==> src/rtl/imem_arb_pkg.sv <==
// Shared types and helpers for the instruction-memory arbiter.
package imem_arb_pkg;

    localparam int INSTR_W = 32;

    typedef enum logic {
        ST_BOOT = 1'b0,
        ST_RUN  = 1'b1
    } state_e;

    // Word-aligned and inside the memory footprint.
    function automatic logic addr_ok(input logic [INSTR_W-1:0] addr,
                                     input logic [INSTR_W-1:0] limit_bytes);
        return (addr[1:0] == 2'b00) && (addr < limit_bytes);
    endfunction

endpackage

==> src/rtl/imem_arb_perf.sv <==
// Saturating activity counters for the instruction-memory arbiter.
// Only instantiated when IMEM_ARB_PERF_EN is defined.
module imem_arb_perf (
    input  logic        clk,
    input  logic        rst_n,
    input  logic        fetch_acc_i,
    input  logic        load_acc_i,
    input  logic        conflict_i,
    output logic [31:0] fetch_cnt_o,
    output logic [31:0] load_cnt_o,
    output logic [31:0] conflict_cnt_o
);

    logic [31:0] fetch_cnt_q, load_cnt_q, conflict_cnt_q;
    logic [31:0] fetch_cnt_d, load_cnt_d, conflict_cnt_d;

    always_comb begin
        fetch_cnt_d    = fetch_cnt_q;
        load_cnt_d     = load_cnt_q;
        conflict_cnt_d = conflict_cnt_q;
        if (fetch_acc_i && (fetch_cnt_q != '1))
            fetch_cnt_d = fetch_cnt_q + 32'd1;
        if (load_acc_i && (load_cnt_q != '1))
            load_cnt_d = load_cnt_q + 32'd1;
        if (conflict_i && (conflict_cnt_q != '1))
            conflict_cnt_d = conflict_cnt_q + 32'd1;
    end

    always_ff @(posedge clk or negedge rst_n) begin
        if (!rst_n) begin
            fetch_cnt_q    <= '0;
            load_cnt_q     <= '0;
            conflict_cnt_q <= '0;
        end else begin
            fetch_cnt_q    <= fetch_cnt_d;
            load_cnt_q     <= load_cnt_d;
            conflict_cnt_q <= conflict_cnt_d;
        end
    end

    assign fetch_cnt_o    = fetch_cnt_q;
    assign load_cnt_o     = load_cnt_q;
    assign conflict_cnt_o = conflict_cnt_q;

endmodule

==> src/rtl/imem_arbiter.sv <==
// Arbitrates the single-port instruction memory between CPU fetch and the program loader.
// Optional perf counters are enabled by defining IMEM_ARB_PERF_EN.
module imem_arbiter
    import imem_arb_pkg::*;
#(
    parameter int DEPTH        = 32,
    parameter int IDX_W        = $clog2(DEPTH),
    parameter int STARVE_LIMIT = 4
) (
    input  logic             clk,
    input  logic             rst_n,
    input  logic             fetch_valid,
    output logic             fetch_ready,
    input  logic [31:0]      fetch_addr,
    output logic             fetch_rsp_valid,
    output logic [31:0]      fetch_rsp_data,
    output logic             fetch_rsp_err,
    input  logic             load_valid,
    output logic             load_ready,
    input  logic [31:0]      load_addr,
    input  logic [31:0]      load_wdata,
    input  logic             load_last,
    output logic             load_done,
    output logic             load_err,
    output logic             cpu_run,
    output logic             mem_en,
    output logic             mem_we,
    output logic [IDX_W-1:0] mem_index,
    output logic [31:0]      mem_wdata,
    input  logic [31:0]      mem_rdata
`ifdef IMEM_ARB_PERF_EN
    ,
    output logic [31:0]      perf_fetch_cnt,
    output logic [31:0]      perf_load_cnt,
    output logic [31:0]      perf_conflict_cnt
`endif
);

    localparam logic [INSTR_W-1:0] LIMIT_BYTES = 32'(DEPTH * 4);
    localparam int                 SW          = $clog2(STARVE_LIMIT + 1);
    localparam logic [SW-1:0]      STARVE_MAX  = SW'(STARVE_LIMIT);

    state_e        state_q, state_d;
    logic [SW-1:0] starve_q, starve_d;
    logic          rsp_valid_q, rsp_err_q, done_q, done_err_q;
    logic          fetch_ok, load_ok, force_load, fetch_acc, load_acc;

    assign fetch_ok   = addr_ok(fetch_addr, LIMIT_BYTES);
    assign load_ok    = addr_ok(load_addr, LIMIT_BYTES);
    // A loader that has lost STARVE_LIMIT cycles in a row wins over fetch.
    assign force_load = load_valid && (starve_q == STARVE_MAX);
    assign fetch_acc  = fetch_valid && fetch_ready;
    assign load_acc   = load_valid && load_ready;

    always_ff @(posedge clk or negedge rst_n) begin
        if (!rst_n) state_q <= ST_BOOT;
        else        state_q <= state_d;
    end

    always_comb begin
        state_d = state_q;
        if ((state_q == ST_BOOT) && load_acc && load_last)
            state_d = ST_RUN;
    end

    // Grants are gated by rst_n so nothing is accepted while reset is held.
    always_comb begin
        fetch_ready = 1'b0;
        load_ready  = 1'b0;
        if (rst_n) begin
            if (state_q == ST_BOOT)
                load_ready = 1'b1;
            else if (fetch_valid && !force_load)
                fetch_ready = 1'b1;
            else
                load_ready = 1'b1;
        end
    end

    always_comb begin
        starve_d = '0;
        if ((state_q == ST_RUN) && load_valid && !load_acc)
            starve_d = (starve_q == STARVE_MAX) ? starve_q : starve_q + 1'b1;
    end

    always_comb begin
        mem_en    = (fetch_acc && fetch_ok) || (load_acc && load_ok);
        mem_we    = load_acc && load_ok;
        mem_index = '0;
        if (mem_en)
            mem_index = load_acc ? load_addr[IDX_W+1:2] : fetch_addr[IDX_W+1:2];
        mem_wdata = mem_we ? load_wdata : '0;
    end

    always_ff @(posedge clk or negedge rst_n) begin
        if (!rst_n) begin
            starve_q    <= '0;
            rsp_valid_q <= 1'b0;
            rsp_err_q   <= 1'b0;
            done_q      <= 1'b0;
            done_err_q  <= 1'b0;
        end else begin
            starve_q    <= starve_d;
            rsp_valid_q <= fetch_acc;
            rsp_err_q   <= fetch_acc && !fetch_ok;
            done_q      <= load_acc;
            done_err_q  <= load_acc && !load_ok;
        end
    end

    assign fetch_rsp_valid = rsp_valid_q;
    assign fetch_rsp_err   = rsp_err_q;
    assign fetch_rsp_data  = (rsp_valid_q && !rsp_err_q) ? mem_rdata : '0;
    assign load_done       = done_q;
    assign load_err        = done_err_q;
    assign cpu_run         = (state_q == ST_RUN);

`ifdef IMEM_ARB_PERF_EN
    imem_arb_perf u_perf (
        .clk            (clk),
        .rst_n          (rst_n),
        .fetch_acc_i    (fetch_acc),
        .load_acc_i     (load_acc),
        .conflict_i     ((state_q == ST_RUN) && fetch_valid && load_valid),
        .fetch_cnt_o    (perf_fetch_cnt),
        .load_cnt_o     (perf_load_cnt),
        .conflict_cnt_o (perf_conflict_cnt)
    );
`endif

endmodule
==> config.mk <==
export PLATFORM = sky130hd
export DESIGN_NAME = imem_arbiter
export DESIGN_NICKNAME = d
export VERILOG_FILES = /design/src/rtl/imem_arb_pkg.sv /design/src/rtl/imem_arb_perf.sv /design/src/rtl/imem_arbiter.sv
export SDC_FILE = /design/constraint.sdc
export NUM_CORES = 1
export LEC_CHECK = 0
export CORE_AREA = 2 2 81 83
export CTS_CLUSTER_SIZE = 14
export DETAILED_ROUTE_END_ITERATION = 6
export DIE_AREA = 0 0 83 85
export PLACE_DENSITY = 0.74
export SLEW_MARGIN = 0
export SYNTH_ARGS = -nofsm -noshare
export SYNTH_HDL_FRONTEND = slang
export SYNTH_SLANG_ARGS = --single-unit
export TNS_END_PERCENT = 30
==> constraint.sdc <==
create_clock -name clk -period 3.9 [get_ports clk]
set_input_delay 0.585 -clock clk [delete_from_list [all_inputs] [get_ports clk]]
set_output_delay 0.585 -clock clk [all_outputs]
set_load 0.05 [all_outputs]
## Word-level counts from Yosys, hierarchy flattened

Index checks and enable logic that the tools add are counted.

- Flip-flop bits (word level): 8
- Logic and storage cells: 47

- Reductions and logical operators: 23
- Mux-type cells: 12
- Add/sub/neg operators: 1
- Bitwise logic cells: 1
- Equality and inequality tests: 2
- Magnitude comparators: 2

Operator list:

| cell | number |
|---|---|
| $lt A32 B8 Y1 const B | 2 |
| $mux W32 | 2 |
| $logic_and A1 B1 Y1 | 15 |
| $mux W5 | 2 |
| $mux W1 | 6 |
| $mux W3 | 2 |
| $logic_not A1 Y1 | 5 |
| $logic_not A2 Y1 | 2 |
| $add A3 B1 Y3 const B | 1 |
| $eq A3 B3 Y1 const B | 1 |
| $ne A2 B2 Y1 const B | 1 |
| $logic_or A1 B1 Y1 | 1 |
| $not A1 Y1 | 1 |

## Longest topological paths before layout

- Depth in word-level cells: 11
- Mapped depth: 9

## Least setup slack after synthesis

No wires, ideal clock.

- Path type: register -> output
- Start: register starve_q[0]
- End: output port mem_index[0]
- Buffers on the path: 1
- Arrival time: 2,283 ps
- Slack: 1,032 ps
- Stages on the path, launching flop included: 8
- Path through: dfrtp_1 -> inv_1 -> ha_1 -> and3_4 -> o211ai_4 -> or3_1 -> buf_6 -> a21oi_1

- Word-level cells in the longest chain between the ends: 11
- Elaborated cells on any way between the ends: 17
- Classes of those cells: eq/ne: 1; mux: 8; reduce/logical: 8

Ends and longest elaborated chain:

| item | line | RTL |
|---|---|---|
| from (decl) | imem_arbiter.sv:44 | `logic [SW-1:0] starve_q, starve_d;` |
| from (signal assigned) | imem_arbiter.sv:103 | `starve_q <= starve_d;` |
| $eq A3 B3 Y1 (*) | imem_arbiter.sv:51 | `assign force_load = load_valid && (starve_q == STARVE_MAX);` |
| $logic_and A1 B1 Y1 (*) | imem_arbiter.sv:51 |  |
| $logic_not A1 Y1 (*) | imem_arbiter.sv:73 | `else if (fetch_valid && !force_load)` |
| $logic_and A1 B1 Y1 (*) | imem_arbiter.sv:73 |  |
| $mux W1 | imem_arbiter.sv:73 |  |
| $mux W1 | imem_arbiter.sv:71 | `if (state_q == ST_BOOT)` |
| $mux W1 | imem_arbiter.sv:70 | `if (rst_n) begin` |
| $logic_and A1 B1 Y1, on equally long branches | imem_arbiter.sv:52, imem_arbiter.sv:53 |  |
| $logic_and A1 B1 Y1 | imem_arbiter.sv:87 | `mem_en = (fetch_acc && fetch_ok) \|\| (load_acc && load_ok);` |
| $logic_or A1 B1 Y1 | imem_arbiter.sv:87 |  |
| $mux W5 (*) | imem_arbiter.sv:90 | `if (mem_en)` |
| to (decl) | imem_arbiter.sv:28 | `output logic [IDX_W-1:0] mem_index,` |

Mark *: on every way between the ends. The rest lies on a longest branch, timed or not.

## Final worst setup path

- Start: input port load_valid
- End: output port mem_wdata[5]

- Word-level cells in the longest chain between the ends: 9

Ends and longest elaborated chain:

| item | line | RTL |
|---|---|---|
| from (decl) | imem_arbiter.sv:18 | `input logic load_valid,` |
| $logic_and A1 B1 Y1 | imem_arbiter.sv:51 |  |
| $logic_not A1 Y1 | imem_arbiter.sv:73 |  |
| $logic_and A1 B1 Y1 | imem_arbiter.sv:73 |  |
| $mux W1 | imem_arbiter.sv:73 |  |
| $mux W1 | imem_arbiter.sv:71 |  |
| $mux W1 | imem_arbiter.sv:70 |  |
| $logic_and A1 B1 Y1 (*) | imem_arbiter.sv:53 | `assign load_acc = load_valid && load_ready;` |
| $logic_and A1 B1 Y1 (*) | imem_arbiter.sv:88 | `mem_we = load_acc && load_ok;` |
| $mux W32 (*) | imem_arbiter.sv:92 | `mem_wdata = mem_we ? load_wdata : '0;` |
| to (decl) | imem_arbiter.sv:29 | `output logic [31:0] mem_wdata,` |

Marked as above.

==> results.yml <==
route:
  num_vias: 1780
  dr.first_iter.drc_count: 47
  drcViolationCount: 0
  viasPerCell: 4.20
  routedWlPerCell_um: 13.6
  ant_nets: 0
  firstDrtPassIters: 4
  wl_mm: 5.75
worst_setup_path:
  required_ns: 3.31
  cp-end-kind: "output port"
  worst_ep_arrival_time_ns: 2.63
  crit_fanout: 33
  startpoint_type: "input pin"
  path_class: "in2out"
logic_synthesis:
  synthFlopType: "dfrtp_1"
  synth_nets: 273
  synth-seq-cells: 8
  netlist_area_mm2: 0.00106
  netlist_instances: 138
  ys_warn_count: 0
  synthArstFlopShare_pct: 100
  synth_edf_count: 0
  synthDistinctLibCells: 28
  syn_avg_cell_area_um2: 7.68
  synth_seq_area_share_pct: 18.9
timing:
  fin_skew_ns: 0.00122
  drv_slew: 0
  final.setup.tns_ns: 0
  rsz0062_at_grt: "false"
  post-route-period-util_pct: 82.3
  worst_hold_slack_ns: 0.531
  hold_viol: 0
  max_slew_margin_pct: 62.8
  setup_ws_ns: 0.688
  period_needed_ns: 3.21
  setup_viol: 0
  worstMarginPinSlew_ns: 0.556
  fmax_mhz: 311
placement:
  port_buffers: 210
  dpl.hpwl_mm: 5.34
  gp_congestion: 0.789
  dp_worst_setup_slack_ns: 0.687
  placedCellCount: 421
  dpl-instance-area_mm2: 0.00359
floorplanning:
  die_area_mm2: 0.00706
  boundaryPins: 211
  die_w_um: 83
  initial_core_util_pct: 17.1
  row_count: 29
  die_h_um: 85
  coreArea_mm2: 0.00620
clock_network:
  cts_tree: "built"
  cts_root_buf: "clkbuf_8"
  cts_buffers: 3
  cts.clk_slew.worst_paths_ns: 0.04
  cts_resized: 0
  htree_levels: 1
  clk_latency_ns: 0.23
  cts.sinks: 8
  clockBufferDepth: 2
  post-cts-setup-buffers: 0
  cts_hold_buf: 0
global_route:
  grt_pass1_wl_mm: 8.76
  grt_remaining_overflow: 0
  grt_pass1_vias: 1884
  grt_start_max_net_pins: 34
  antenna_found_initial: 0
  grt_use_total_pct: 15.3
pwr:
  pwr_density_cell_mw_per_mm2: 134
  power.leakage_nw: 1.46
  finalPower_mw: 0.485
  ir_drop_v: 0.000125
final_layout:
  fin_util_pct: 58.5
  stdcell_count: 424
  fill_cells: 531
  drive_gt1_share_pct: 17.3
  antenna_cells: 0
  stdcell_area_mm2: 0.00363
  nets: 484
  area_delta_synth_final_pct: 243
run:
  drv_cap: 0
run_status:
  outcome: "complete, no violations"
worst_hold_path:
  hp-class: "reg2reg"
power breakdown:
part           switching (mW)  internal [mW]
combinational           0.123          0.169
sequential            0.00395         0.0891
clock                  0.0332         0.0669
synthesized netlist by cell type, types with 4 or more instances:
library cell | number | area share (%)
mux2i_1 | 5 | 4.7
buf_6 | 4 | 4.2
nor2_1 | 5 | 1.8
dfrtp_1 | 8 | 19
nor4_1 | 12 | 7.1
a21oi_1 | 6 | 2.8
and2_1 | 52 | 31
and2_2 | 12 | 8.5
nand2_1 | 5 | 1.8
state kept, by name (all words and copies together), names as in the netlist:
register and flops:
fetch_rsp_err 1, fetch_rsp_valid 1, starve_q 3, load_done 1, load_err 1, cpu_run 1
final cells by class:
type | count | area [µm²] | share of cell area (%)
well taps | 77 | 96.3 | 2.65
clock buffers | 3 | 41.3 | 1.14
multi-input cells | 119 | 783 | 21.6
repair buffers | 213 | 2490 | 68.6
flip-flops and latches | 8 | 200 | 5.51
inverters | 4 | 20.0 | 0.551
worst max-delay path, stage by stage:
cell and delay, ns:
clkdlybuf4s50_1 0.55, and3_4 0.25, o211ai_4 0.09, or3_1 0.55, inv_6 0.23, and2_1 0.21
buf_12 0.15
path summary, 6_finish.rpt:
path | startpoint | endpoint | slack (ns) | cells past startpoint
hold reg to reg | cpu_run | cpu_run | 0.53 | 1
setup reg to reg | starve_q[0] | cpu_run | 2.24 | 7
hold / removal | cpu_run | cpu_run | 0.53 | 1
min in group asynchronous | rst_n | load_err | 0.59 | 1
max in group asynchronous | rst_n | starve_q[2] | 2.94 | 2
setup / recovery | load_valid | mem_wdata[5] | 0.69 | 7
routing by layer:
layer | track usage [%] | vias to the layer above | wire length [µm]
met5 | 0 | - | 0
met4 | 5.22 | 0 | 123
met3 | 3.79 | 8 | 498
met2 | 31.0 | 118 | 3230
met1 | 15.0 | 772 | 1900
li1 | - | 882 | -
cells by family (layout without fill, tap and decap cells):
family	count (synthesis)	in the layout	share of synthesized area, %
compound gates	10	10	6.97
buf+inv	11	220	7.20
flops	8	8	18.9
mux	5	5	4.72
simple gates	101	101	59.0
xor+xnor	1	1	0.827
fa+ha+maj	2	2	2.36
layout by cell type (no fill, tap or decap), types with 2 or more instances in the layout:
master	count
nor3b_1	2
nor3_1	3
buf_4	5
clkbuf_8	3
dfrtp_1	8
and2_1	52
inv_1	3
ha_1	2
nand3_1	3
buf_12	37
and2_2	12
a21oi_1	6
nor4_1	12
nor2_1	5
nand2_1	5
mux2i_1	5
clkdlybuf4s50_1	171
Note: power is estimated with default switching activity, not from simulation.
